**config.mk**
```make
export PLATFORM = sky130hd
export DESIGN_NAME = audio_dac_serializer_flat
export DESIGN_NICKNAME = d
export VERILOG_FILES = /design/src/rtl/audio_dac_serializer_if.sv /design/src/rtl/audio_dac_serializer.sv /design/src/flat_wrapper.sv
export SDC_FILE = /design/constraint.sdc
export NUM_CORES = 1
export LEC_CHECK = 0
export ABC_CLOCK_PERIOD_IN_PS = 1900
export CORE_ASPECT_RATIO = 1.1
export CORE_MARGIN = 8
export CORE_UTILIZATION = 35
export CTS_CLUSTER_SIZE = 40
export DETAILED_ROUTE_END_ITERATION = 8
export PLACE_DENSITY_LB_ADDON = 0.1
export REMOVE_ABC_BUFFERS = 1
export SYNTH_ARGS = -nofsm -noshare
export SYNTH_HDL_FRONTEND = slang
export SYNTH_SLANG_ARGS = --single-unit
```
**constraint.sdc**
```tcl
create_clock -name FPGA_clock -period 1.9 [get_ports FPGA_clock]
set_input_delay 0.38 -clock FPGA_clock [delete_from_list [all_inputs] [get_ports FPGA_clock]]
set_output_delay 0.38 -clock FPGA_clock [all_outputs]
set_load 0.02 [all_outputs]
```
**src/rtl/audio_dac_serializer_if.sv**
```systemverilog
// audio_dac_serializer_if: bundles the sample inputs and codec pin outputs of the I2S DAC serializer.
//   sample_in[15:0]   two's-complement mono sample from the sound controller
//   volume_shift[2:0] arithmetic right shift applied at the frame latch
//   mute              zero the latched word
//   AUD_BCLK          codec bit clock
//   AUD_DACLRCK       0 = left half of frame, 1 = right half
//   AUD_DACDAT        serial data, MSB first, I2S framing
//   frame_tick        one-cycle pulse when a new word is latched
interface audio_dac_serializer_if;
    logic [15:0] sample_in;
    logic [2:0]  volume_shift;
    logic        mute;
    logic        AUD_BCLK;
    logic        AUD_DACLRCK;
    logic        AUD_DACDAT;
    logic        frame_tick;
    modport master (output sample_in, volume_shift, mute,
                    input AUD_BCLK, AUD_DACLRCK, AUD_DACDAT, frame_tick);
    modport slave (input sample_in, volume_shift, mute,
                   output AUD_BCLK, AUD_DACLRCK, AUD_DACDAT, frame_tick);
endinterface

```
**src/rtl/audio_dac_serializer.sv**
```systemverilog
// audio_dac_serializer: I2S serializer for the board codec DAC, mono sample duplicated on both channels.
//   FPGA_clock  system clock, rising edge
//   resetn      asynchronous active-low reset
//   aud         slave side of audio_dac_serializer_if (sample/volume/mute in, codec pins and frame_tick out)
//   BCLK_HALF   FPGA_clock cycles per half BCLK period (>= 2)
module audio_dac_serializer #(
    parameter int BCLK_HALF = 8
) (
    input logic                   FPGA_clock,
    input logic                   resetn,
    audio_dac_serializer_if.slave aud
);
    localparam int DW = $clog2(BCLK_HALF);
    localparam logic [DW-1:0] DIV_MAX = DW'(BCLK_HALF - 1);
    logic [DW-1:0] div_q, div_d;
    logic [5:0]    slot_q, slot_d, slot_n;
    logic [15:0]   word_q, word_d, scaled;
    logic          bclk_q, bclk_d, lrck_q, lrck_d, dat_q, dat_d, tick_q, tick_d;
    logic          tc, fall, latch;
    logic [4:0]    j;
    logic [3:0]    idx;
    always_comb begin
        tc     = div_q == DIV_MAX;
        fall   = tc && bclk_q;
        slot_n = slot_q + 6'd1;
        latch  = fall && slot_n == 6'd0;
        j      = slot_n[4:0];
        // data slot j carries word bit 16-j; slot 0 is the I2S one-bit delay
        idx    = 4'(5'd16 - j);
        scaled = 16'($signed(aud.sample_in) >>> aud.volume_shift);
        div_d  = tc ? '0 : div_q + DW'(1);
        bclk_d = bclk_q ^ tc;
        slot_d = fall ? slot_n : slot_q;
        lrck_d = fall ? slot_n[5] : lrck_q;
        dat_d  = fall ? (j >= 5'd1 && j <= 5'd16 && word_q[idx]) : dat_q;
        word_d = latch ? (aud.mute ? '0 : scaled) : word_q;
        tick_d = latch;
    end
    always_ff @(posedge FPGA_clock or negedge resetn) begin
        if (!resetn) begin
            div_q  <= '0;
            slot_q <= '0;
            word_q <= '0;
            bclk_q <= 1'b0;
            lrck_q <= 1'b0;
            dat_q  <= 1'b0;
            tick_q <= 1'b0;
        end else begin
            div_q  <= div_d;
            slot_q <= slot_d;
            word_q <= word_d;
            bclk_q <= bclk_d;
            lrck_q <= lrck_d;
            dat_q  <= dat_d;
            tick_q <= tick_d;
        end
    end
    assign aud.AUD_BCLK    = bclk_q;
    assign aud.AUD_DACLRCK = lrck_q;
    assign aud.AUD_DACDAT  = dat_q;
    assign aud.frame_tick  = tick_q;
endmodule

```
**src/flat_wrapper.sv**
```systemverilog
// flat-port wrapper written by rule: the top's interface ports become plain ports
module audio_dac_serializer_flat 
#(
    parameter int BCLK_HALF = 8
)
  (FPGA_clock, resetn, aud_sample_in, aud_volume_shift, aud_mute, aud_AUD_BCLK, aud_AUD_DACLRCK, aud_AUD_DACDAT, aud_frame_tick);
  audio_dac_serializer_if aud_i ();
  input logic FPGA_clock;
  input logic resetn;
  input wire logic [$bits(aud_i.sample_in)-1:0] aud_sample_in;
  input wire logic [$bits(aud_i.volume_shift)-1:0] aud_volume_shift;
  input wire logic [$bits(aud_i.mute)-1:0] aud_mute;
  output wire logic [$bits(aud_i.AUD_BCLK)-1:0] aud_AUD_BCLK;
  output wire logic [$bits(aud_i.AUD_DACLRCK)-1:0] aud_AUD_DACLRCK;
  output wire logic [$bits(aud_i.AUD_DACDAT)-1:0] aud_AUD_DACDAT;
  output wire logic [$bits(aud_i.frame_tick)-1:0] aud_frame_tick;
  assign aud_i.sample_in = aud_sample_in;
  assign aud_i.volume_shift = aud_volume_shift;
  assign aud_i.mute = aud_mute;
  assign aud_AUD_BCLK = aud_i.AUD_BCLK;
  assign aud_AUD_DACLRCK = aud_i.AUD_DACLRCK;
  assign aud_AUD_DACDAT = aud_i.AUD_DACDAT;
  assign aud_frame_tick = aud_i.frame_tick;
  audio_dac_serializer #(.BCLK_HALF(BCLK_HALF)) u_core (.FPGA_clock(FPGA_clock), .resetn(resetn), .aud(aud_i));
endmodule
```
==> impl_metrics.env <==
export IMPL_cp_start_kind="flip-flop"
export IMPL_timing_fmax_ghz=0.5082
export IMPL_num_antenna_cells=0
export IMPL_rsz0062_at_grt="yes"
export IMPL_synth_edff_count=0
export IMPL_cts_tree="yes"
export IMPL_crit_path_end_kind="flip-flop"
export IMPL_h_tree_depth=1
export IMPL_synth_mux_area_share_pct=19.80
export IMPL_drive_gt1_share_pct=24.78
export IMPL_wirelength_mm=4.230
export IMPL_synth_simple_area_share_pct=10.92
export IMPL_maxSlewViolCount=0
export IMPL_arrival_ns=2.12
export IMPL_status="complete, but fails checks"
export IMPL_worst_pin_slew_ns=0.3993
export IMPL_layout_cells_non_filler=305
export IMPL_die_w_um=86.29
export IMPL_antenna_found_initial=0
export IMPL_cts_sinks=28
export IMPL_clk_latency_ns=0.27
export IMPL_synth_seq_area_share_pct=36.84
export IMPL_async_reset_ff_share_pct=100.0
export IMPL_finalHoldViolCount=0
export IMPL_synth_area_per_cell_um2=10.12
export IMPL_setup_viol=1
export IMPL_cp_required_ns=2.06
export IMPL_hold_depth=1
export IMPL_rows=28
export IMPL_ys_flop_type="dfrtp_1"
export IMPL_cts_buffer_depth=2
export IMPL_dp_hpwl_mm=3.298
export IMPL_drtAntennaViolNets=0
export IMPL_grt_remaining_overflow=0
export IMPL_hold_buffers=0
export IMPL_vdd_drop_max_mv=0.2509
export IMPL_gp_congestion=0.7886
export IMPL_hold_class="flip-flop to flip-flop"
export IMPL_grt_max_degree=29
export IMPL_portBuffers=25
export IMPL_synth_xor_area_share_pct=2.763
export IMPL_grt_pass1_vias=1664
export IMPL_reg2reg_depth=7
export IMPL_path_clk_slew_ns=0.09
export IMPL_crit_fanout=8
export IMPL_die_area_um2=8051
export IMPL_finalCriticalPeriod_ns=1.968
export IMPL_synth_top_family_by_area="multiplexers"
export IMPL_initial_utilization_pct=35.71
export IMPL_drv_cap=0
export IMPL_die_h_um=93.31
export IMPL_synth_area_um2=1902
export IMPL_pin_count=26
export IMPL_grt_total_usage_pct=11.53
export IMPL_detail_route_wl_per_cell_um=13.87
export IMPL_area_delta_synth_final_pct=37.17
export IMPL_drt_pass1_iter_count=4
export IMPL_max_slew_margin_pct=73.38
export IMPL_ys_seq_elements=28
export IMPL_worst_slack_ns=-0.06791
export IMPL_finalSetupTns_ns=-0.06791
export IMPL_drc=0
export IMPL_numCtsBuffers=3
export IMPL_violations="setup timing"
export IMPL_core_area_um2=5325
export IMPL_via_per_inst=5.056
export IMPL_skew_ns=0.004838
export IMPL_finish_instance_area_um2=2609
export IMPL_crit_type="flip-flop to flip-flop"
export IMPL_nets=258
export IMPL_synth_cell_types=40
export IMPL_synth_fa_ha_area_share_pct=3.289
export IMPL_place_area_um2=2313
export IMPL_grt_pass1_wl_mm=7.548
export IMPL_root_buffer="clkbuf_8"
export IMPL_yosysWarnings=0
export IMPL_via_count=1542
export IMPL_drtIter0Drc=24
export IMPL_syn_inst=188
export IMPL_p_per_area_nw_per_um2=508.5
export IMPL_p_leak_nw=1.188
export IMPL_synth_compound_area_share_pct=19.47
export IMPL_fin_crit_sh_pct=103.6
export IMPL_place_inst=295
[sequential cells by signal, indices dropped and copies added, names as in the netlist]
| name | cells |
|---|---|
| u_core.aud.AUD_DACDAT | 1 |
| u_core.word_q | 16 |
| u_core.aud.frame_tick | 1 |
| u_core.aud.AUD_BCLK | 1 |
| u_core.div_q | 3 |
| u_core.slot_q | 5 |
| u_core.aud.AUD_DACLRCK | 1 |
[synth_stat cells (2+ instances only)]
cell type | number | area share (%)
a211oi_1 | 2 | 0.79
nand2_1 | 27 | 5.3
nor2_1 | 5 | 0.99
a22o_1 | 14 | 6.4
a2111oi_0 | 2 | 0.92
buf_6 | 4 | 2.4
a21o_1 | 2 | 0.79
ha_1 | 5 | 3.3
mux4_2 | 4 | 4.7
o21ai_0 | 15 | 3.9
xor2_1 | 2 | 0.92
a21oi_1 | 3 | 0.79
xnor2_1 | 4 | 1.8
dfrtp_1 | 28 | 37
nor2b_1 | 3 | 0.99
inv_1 | 9 | 1.8
buf_2 | 9 | 2.4
clkbuf_1 | 2 | 0.39
mux2i_1 | 20 | 11
nand3_1 | 3 | 0.79
mux2_2 | 3 | 1.8
mux4_1 | 2 | 2.8
o21a_1 | 2 | 0.79
nand4_1 | 2 | 0.66
[timing repair]
item	CTS	global route
resized for setup	20	10
setup buffers	0	6
setup endpoints to repair	15	17
pin swaps	1	7
endpoints found under the hold margin	0	0
[cell usage in the layout (no fill, tap or decap), types with 2 or more instances in the layout]
cell and n:
mux4_2 4, clkbuf_8 3, a2111oi_4 3, xnor2_1 4, mux4_1 2, mux2_2 3
inv_1 8, a21o_1 2, ha_4 2, a22o_1 14, nand4_1 2, nor2_1 5
clkdlybuf4s50_1 25, o21ai_0 14, buf_6 3, xor2_1 2, a21oi_1 3, buf_4 23
nand2_1 27, o21a_1 2, mux2i_1 20, nand3_1 2, ha_1 3, dfrtp_1 28
a211oi_2 2
[kinds of logic after synthesis]
family,count (synthesis)
AO/OA/AOI/OAI,50
XOR/XNOR,6
adder cells (fa/ha/maj),5
buffers and inverters,24
flip-flops,28
multiplexers,29
AND/OR/NAND/NOR,46
[through the flow]
stage	hold WS, ns	util (%)	total power (W)	setup slack (ns)
2_1_floorplan	0.08441	-	0.0007549	-0.2661
3_3_place_gp	0.4168	43.44	0.0008719	-0.1758
3_5_place_dp	0.4338	43.44	0.0008749	-0.2904
4_1_cts	0.4476	47.02	0.001348	-0.08267
5_1_grt	0.4761	48.99	0.001400	-0.1322
6_report	0.4489	48.99	0.001327	-0.06791
[report_power, final]
| group | internal (W) | switching [W] | leakage [nW] |
|---|---|---|---|
| clock network | 0.000282 | 0.000182 | 0.0357 |
| registers | 0.000620 | 0.0000143 | 0.352 |
| logic | 0.000127 | 0.000101 | 0.800 |
[layer usage]
metal  up-vias  global-route usage, %  share of wire (%)
li1        772                      -                  -
met1       741                  12.59                 41
met2        25                  21.32                 54
met3         4                  1.842                3.2
met4         0                  5.172                1.7
met5         -                      0                  0
[final timing paths]
check / startpoint / endpoint / slack (ns)
worst max-delay path: u_core.slot_q[0] / u_core.aud.AUD_DACDAT / -0.07
min in group asynchronous: resetn / u_core.slot_q[4] / 0.46
max in group asynchronous: resetn / u_core.word_q[8] / 1.18
worst min register to register: u_core.div_q[0] / u_core.div_q[0] / 0.45
worst min-delay path: u_core.div_q[0] / u_core.div_q[0] / 0.45
worst max register to register: u_core.slot_q[0] / u_core.aud.AUD_DACDAT / -0.07
[worst max-delay path, cell delays in order (launching register included)]
cell      delay (ns)
dfrtp_1         0.41
buf_6           0.15
ha_4            0.17
o31a_2          0.35
o211a_4         0.16
a211o_1         0.27
a211oi_2        0.23
o32ai_1         0.11
[layout make-up]
cell class	instances	area [µm²]
Timing Repair Buffer	53	491.7
Tap cell	75	93.84
Multi-Input combinational cell	136	1217
Clock buffer	3	41.29
Inverter	9	33.78
Clock inverter	1	30.03
Fill cell	504	2716
Sequential cell	28	700.7
(Power assumes the default switching activity.)
